<file path="config.mk">
export PLATFORM = sky130hd
export DESIGN_NAME = fq_scan_ctrl_flat
export DESIGN_NICKNAME = d
export VERILOG_FILES = /design/src/rtl/fq_scan_ctrl_if.sv /design/src/rtl/fq_scan_ctrl.sv /design/src/flat_wrapper.sv
export SDC_FILE = /design/constraint.sdc
export NUM_CORES = 1
export LEC_CHECK = 0
export CAP_MARGIN = 20
export CORE_MARGIN = 2
export CORE_UTILIZATION = 30
export CTS_CLUSTER_SIZE = 30
export DETAILED_ROUTE_END_ITERATION = 16
export GPL_TIMING_DRIVEN = 0
export PLACE_DENSITY = 0.45
export SYNTH_ARGS = -nofsm -noshare
export SYNTH_HDL_FRONTEND = slang
export SYNTH_SLANG_ARGS = --single-unit
</file>
<file path="constraint.sdc">
create_clock -name ref_freq -period 3.8 [get_ports ref_freq]
set_clock_uncertainty 0.1 [all_clocks]
set_input_delay 0.57 -clock ref_freq [delete_from_list [all_inputs] [get_ports ref_freq]]
set_output_delay 0.57 -clock ref_freq [all_outputs]
set_load 0.05 [all_outputs]
</file>
<file path="src/rtl/fq_scan_ctrl_if.sv">
// Control and result bus of the frequency scan controller.
// The consumer side drives the scan requests; the controller answers with status and results.
interface fq_scan_ctrl_if #(
    parameter int N_CH = 4
);
    logic            start;
    logic [N_CH-1:0] ch_mask;
    logic            continuous;
    logic            stop;
    logic            busy;
    logic            result_valid;
    logic [3:0]      result_ch;
    logic [31:0]     measured_freq;
    logic [3:0]      rd_ch;
    logic [31:0]     rd_freq;

    modport master (
        output start, ch_mask, continuous, stop, rd_ch,
        input  busy, result_valid, result_ch, measured_freq, rd_freq
    );

    modport slave (
        input  start, ch_mask, continuous, stop, rd_ch,
        output busy, result_valid, result_ch, measured_freq, rd_freq
    );
endinterface

</file>
<file path="src/rtl/fq_scan_ctrl.sv">
// Round-robin frequency meter: one gated rising-edge counter is time-shared across the
// enabled channels, each channel settling, gating and storing its count in turn.
module fq_scan_ctrl #(
    parameter int N_CH          = 4,
    parameter int GATE_CYCLES   = 1000000,
    parameter int SETTLE_CYCLES = 4
) (
    input  logic            ref_freq,
    input  logic            nReset,
    input  logic [N_CH-1:0] input_freq,
    fq_scan_ctrl_if.slave   bus
);

    typedef enum logic [1:0] {IDLE, SETTLE, GATE, STORE} state_t;

    localparam int TMAX = (GATE_CYCLES > SETTLE_CYCLES) ? GATE_CYCLES : SETTLE_CYCLES;
    localparam int TW   = $clog2(TMAX + 1);

    state_t          state_q, state_d;
    logic [TW-1:0]   timer_q, timer_d;
    logic [3:0]      cur_ch, ch_d;
    logic [N_CH-1:0] mask_q, mask_d;
    logic            cont_q, cont_d;
    logic            presenting;

    logic [N_CH-1:0] sync1, sync2;
    logic            sel_bit, prev;
    logic [31:0]     count_q;
    logic [31:0]     held_freq;
    logic [3:0]      held_ch;
    logic [31:0]     result_q [N_CH];

    logic [15:0]     start_pad, mask_pad;
    logic [3:0]      start_first, wrap_first, next_ch;
    logic            start_found, next_found;

    always_ff @(posedge ref_freq or negedge nReset) begin
        if (!nReset) begin
            sync1 <= '0;
            sync2 <= '0;
            prev  <= 1'b0;
        end else begin
            sync1 <= input_freq;
            sync2 <= sync1;
            prev  <= sel_bit;
        end
    end

    always_comb begin
        sel_bit = 1'b0;
        for (int i = 0; i < N_CH; i++) begin
            if (cur_ch == 4'(i)) sel_bit = sync2[i];
        end
    end

    // Lowest set bit of the incoming and latched masks, and the next set bit above the current channel.
    always_comb begin
        start_pad   = 16'(bus.ch_mask);
        mask_pad    = 16'(mask_q);
        start_first = 4'd0;
        start_found = 1'b0;
        wrap_first  = 4'd0;
        next_ch     = 4'd0;
        next_found  = 1'b0;
        for (int i = 15; i >= 0; i--) begin
            if (start_pad[i]) begin
                start_first = 4'(i);
                start_found = 1'b1;
            end
            if (mask_pad[i]) wrap_first = 4'(i);
            if (mask_pad[i] && (i > int'(cur_ch))) begin
                next_ch    = 4'(i);
                next_found = 1'b1;
            end
        end
    end

    always_ff @(posedge ref_freq or negedge nReset) begin
        if (!nReset) begin
            state_q <= IDLE;
            timer_q <= '0;
            cur_ch  <= 4'd0;
            mask_q  <= '0;
            cont_q  <= 1'b0;
        end else begin
            state_q <= state_d;
            timer_q <= timer_d;
            cur_ch  <= ch_d;
            mask_q  <= mask_d;
            cont_q  <= cont_d;
        end
    end

    always_comb begin
        state_d    = state_q;
        timer_d    = timer_q;
        ch_d       = cur_ch;
        mask_d     = mask_q;
        cont_d     = cont_q;
        presenting = 1'b0;
        case (state_q)
            IDLE: begin
                if (bus.start && start_found) begin
                    mask_d  = bus.ch_mask;
                    cont_d  = bus.continuous;
                    ch_d    = start_first;
                    timer_d = TW'(SETTLE_CYCLES - 1);
                    state_d = SETTLE;
                end
            end
            SETTLE: begin
                if (timer_q == '0) begin
                    timer_d = TW'(GATE_CYCLES - 1);
                    state_d = GATE;
                end else begin
                    timer_d = timer_q - TW'(1);
                end
            end
            GATE: begin
                if (timer_q == '0) begin
                    state_d = STORE;
                end else begin
                    timer_d = timer_q - TW'(1);
                end
            end
            STORE: begin
                presenting = 1'b1;
                timer_d    = TW'(SETTLE_CYCLES - 1);
                if (next_found) begin
                    ch_d    = next_ch;
                    state_d = SETTLE;
                end else if (cont_q) begin
                    ch_d    = wrap_first;
                    state_d = SETTLE;
                end else begin
                    state_d = IDLE;
                end
            end
            default: state_d = IDLE;
        endcase
        // An abort outside IDLE wins over everything, including a result about to be published.
        if ((state_q != IDLE) && bus.stop) begin
            state_d    = IDLE;
            presenting = 1'b0;
        end
    end

    always_ff @(posedge ref_freq or negedge nReset) begin
        if (!nReset) begin
            count_q <= '0;
        end else if (state_q == SETTLE) begin
            count_q <= '0;
        end else if ((state_q == GATE) && sel_bit && !prev && (count_q != 32'hFFFF_FFFF)) begin
            count_q <= count_q + 32'd1;
        end
    end

    always_ff @(posedge ref_freq or negedge nReset) begin
        if (!nReset) begin
            held_freq <= '0;
            held_ch   <= 4'd0;
            for (int i = 0; i < N_CH; i++) result_q[i] <= '0;
        end else if (presenting) begin
            held_freq <= count_q;
            held_ch   <= cur_ch;
            for (int i = 0; i < N_CH; i++) begin
                if (cur_ch == 4'(i)) result_q[i] <= count_q;
            end
        end
    end

    always_comb begin
        bus.rd_freq = '0;
        for (int i = 0; i < N_CH; i++) begin
            if (bus.rd_ch == 4'(i)) bus.rd_freq = result_q[i];
        end
    end

    assign bus.busy          = (state_q != IDLE);
    assign bus.result_valid  = presenting;
    assign bus.measured_freq = presenting ? count_q : held_freq;
    assign bus.result_ch     = presenting ? cur_ch : held_ch;

endmodule

</file>
<file path="src/flat_wrapper.sv">
// flat-port wrapper written by rule: the top's interface ports become plain ports
module fq_scan_ctrl_flat 
#(
    parameter int N_CH          = 4,
    parameter int GATE_CYCLES   = 1000000,
    parameter int SETTLE_CYCLES = 4
)
  (ref_freq, nReset, input_freq, bus_start, bus_ch_mask, bus_continuous, bus_stop, bus_rd_ch, bus_busy, bus_result_valid, bus_result_ch, bus_measured_freq, bus_rd_freq);
  fq_scan_ctrl_if #(.N_CH(N_CH)) bus_i ();
  input  logic ref_freq;
  input  logic nReset;
  input  logic [N_CH-1:0] input_freq;
  input wire logic [$bits(bus_i.start)-1:0] bus_start;
  input wire logic [$bits(bus_i.ch_mask)-1:0] bus_ch_mask;
  input wire logic [$bits(bus_i.continuous)-1:0] bus_continuous;
  input wire logic [$bits(bus_i.stop)-1:0] bus_stop;
  input wire logic [$bits(bus_i.rd_ch)-1:0] bus_rd_ch;
  output wire logic [$bits(bus_i.busy)-1:0] bus_busy;
  output wire logic [$bits(bus_i.result_valid)-1:0] bus_result_valid;
  output wire logic [$bits(bus_i.result_ch)-1:0] bus_result_ch;
  output wire logic [$bits(bus_i.measured_freq)-1:0] bus_measured_freq;
  output wire logic [$bits(bus_i.rd_freq)-1:0] bus_rd_freq;
  assign bus_i.start = bus_start;
  assign bus_i.ch_mask = bus_ch_mask;
  assign bus_i.continuous = bus_continuous;
  assign bus_i.stop = bus_stop;
  assign bus_i.rd_ch = bus_rd_ch;
  assign bus_busy = bus_i.busy;
  assign bus_result_valid = bus_i.result_valid;
  assign bus_result_ch = bus_i.result_ch;
  assign bus_measured_freq = bus_i.measured_freq;
  assign bus_rd_freq = bus_i.rd_freq;
  fq_scan_ctrl #(.N_CH(N_CH), .GATE_CYCLES(GATE_CYCLES), .SETTLE_CYCLES(SETTLE_CYCLES)) u_core (.ref_freq(ref_freq), .nReset(nReset), .input_freq(input_freq), .bus(bus_i));
endmodule
</file>
==> results.cfg <==
[sta]
rsz0062_at_grt = false
final_hold_viol_count = 0
min_period_over_period = 0.940
tightest_slew_ns = 0.969
fmax_ghz = 0.280
maxSlewViolCount = 0
fin_crit_ns = 3.57
tns_ns = 0
setup_viol = 0
max_slew_margin = 0.354

[final_layout]
area_growth_syn_to_layout_pct = 21.1
final-seq-area_sq_um = 5860
fin_cells = 1608
num-nets-final = 1152
multi_input_area_sq_um = 4730
fillers = 3600
drive_gt1_frac = 0.278
n_antenna_cell = 0
final_cell_mix = dfrtp_1 (234), mux2_2 (167), nand2_1 (158), o21ai_0 (83), clkbuf_2 (59)
final_common_cell = dfrtp_1

[clock_tree]
cts_max_path_buffers = 3
htree_levels = 1
clock-sinks = 234
postCtsSetupRepairBufs = 0
clkLatencyLatePin_ns = 0.55
cts.clk_slew.worst_paths_ns = 0.06
cts_buffers = 29
root_buffer = clkbuf_16
cts_tree = done

[floorplan]
die_w_um = 195
initial_core_util = 0.306
rows = 69
core_sq_um = 35700
dieArea_sq_um = 38000
dieHeight_um = 195
io_pins = 87

[global_route]
grt-ovfl-total = 0
grt_pass1_wl_um = 47200
track_usage = 0.155
grt_pass1_vias = 8129
grt_max_degree = 114
antenna_found_initial = 0

[outcome]
outcome = finished clean

[synthesis]
synth_area_sq_um = 10900
yosys_register_bits = 234
ys_types = 54
yosysWarnings = 0
synth_flop_cell = dfrtp_1
avgSynthCellArea_sq_um = 10.9
synth_fp_nets = 1031
synthCells = 1006
ys_async_sr_fraction = 1.00
ys_seq_area_frac = 0.535
synth-edff-count = 0

[setup_path]
cpPeakStageDelay_ns = 0.51
path_class = input port to output port
crit_family = buffers and inverters
arrival_ns = 2.90
critPathSlowestCell = clkdlybuf4s50_1
endpoint_kind = output port
cp-start-kind = input port
critPathBufInv = 3
cpMostUsedCell = nand2_1
cp.required_ns = 3.13
crit_fanout = 10
crit_chain = clkdlybuf4s50_1, nor3_4, nand2_1, clkbuf_1, o21ai_0, nand2_1, dlygate4sd2_1

[routing]
avgViaCountPerCell = 4.97
drcViolationCount = 0
routed_wl_um = 28900
first_iter_violations = 360
ant_nets = 0
wl_per_cell_um = 18.0
vias = 7990
first_pass_iters = 4

[placement]
placedCellCount = 1556
routabilityCongestion = 0.768
dp_hpwl_um = 19400
numPortBuffers = 86

[power_and_ir_drop]
ir_drop_mv = 0.339
power_density_nw_per_um2 = 546
p_leak_nw = 6.55

[hold_path]
worst_hold_path_type = flop to flop

[run]
cap_violations = 0
[synthesized netlist by cell type, drive strengths merged (17+ instances only)]
| library cell | number | share of area |
|---|---|---|
| dfrtp | 234 | 0.54 |
| mux2 | 167 | 0.17 |
| nand2 | 158 | 0.054 |
| o21ai | 84 | 0.038 |
| clkbuf | 53 | 0.019 |
| a21oi | 49 | 0.022 |
| nor2 | 25 | 0.0086 |
| buf | 23 | 0.011 |
| or4 | 23 | 0.016 |
| or3 | 21 | 0.012 |
| o31ai | 20 | 0.014 |
| inv | 17 | 0.0058 |
[cell type report]
type	count	share of cell area
clock buffers	39	0.0622
clock inverters	12	0.0128
multi-input cells	679	0.357
flip-flops and latches	234	0.442
inverters	17	0.00482
plain buffers	76	0.0256
well taps	461	0.0435
repair buffers	90	0.0521
[where the power goes]
part	total, W	switching [W]	internal (W)
Clock	0.00286	0.00108	0.00178
Combinational	0.00159	0.00102	0.000578
Sequential	0.00279	0.000139	0.00265
Total	0.00724	0.00223	0.00501
[worst register-to-register path: stages, from the launching register on]
cell and delay (ns):
dfrtp_1 0.41, inv_1 0.12, ha_1 0.25, inv_1 0.11
nand2_1 0.14, nand2_1 0.20, inv_1 0.14, nand3_1 0.36
buf_1 0.78, mux2_2 0.41
[sequential cells by signal, indices dropped and copies added, names as in the netlist]
register,count
u_core.held_ch,4
u_core.count_q,32
u_core.cur_ch,2
u_core.sync2,4
u_core.mask_q,4
u_core.sync1,4
u_core.prev,1
u_core.result_q,128
u_core.held_freq,32
u_core.timer_q,20
u_core.state_q,2
u_core.cont_q,1
[worst paths after layout]
path / from / cells past startpoint / slack (ns) / end
hold / removal: u_core.sync1[2] / 0 / 0.25 / u_core.sync2[2]
setup / recovery: bus_rd_ch[3] / 7 / 0.23 / bus_rd_freq[20]
hold reg to reg: u_core.sync1[2] / 0 / 0.25 / u_core.sync2[2]
max in group asynchronous: nReset / 3 / 2.26 / u_core.result_q[92]
min in group asynchronous: nReset / 2 / 0.42 / u_core.result_q[14]
setup reg to reg: u_core.state_q[0] / 9 / 0.66 / u_core.result_q[11]
[stage by stage]
stage	worst slack [ns]	cell area, sq um	util	total power (W)	hold WS [ns]
floorplan	0.563	10900	-	0.00393	0.174
global placement	-8.89	12400	0.346	0.00444	0.236
detailed placement	-0.722	12400	0.348	0.00446	0.235
CTS	0.00256	13400	0.376	0.00736	0.248
global route	0.0101	13200	0.371	0.00767	0.266
finish	0.230	13200	0.371	0.00724	0.246
[what timing repair did]
action,CTS,global route
gates cloned,0,0
hold buffers,1,0
resized for setup,102,97
endpoints found under the setup margin,68,65
pin swaps,0,0
endpoints found under the hold margin,38,0
[metal layers]
metal	vias up	global-route usage	wire, um
met3	42	0.0241	1080
met1	3964	0.222	14300
met4	0	0.0461	814
met2	135	0.243	12800
li1	3849	-	-
met5	-	0	0
[cells by family after synthesis]
group           after synthesis  share of synthesized area
compound gates              196                      0.106
xor+xnor                      2                    0.00160
fa+ha+maj                     8                    0.00915
buf+inv                      93                     0.0350
flops                       234                      0.535
mux                         169                      0.175
simple gates                304                      0.138
Note: power is estimated with default switching activity, not from simulation.
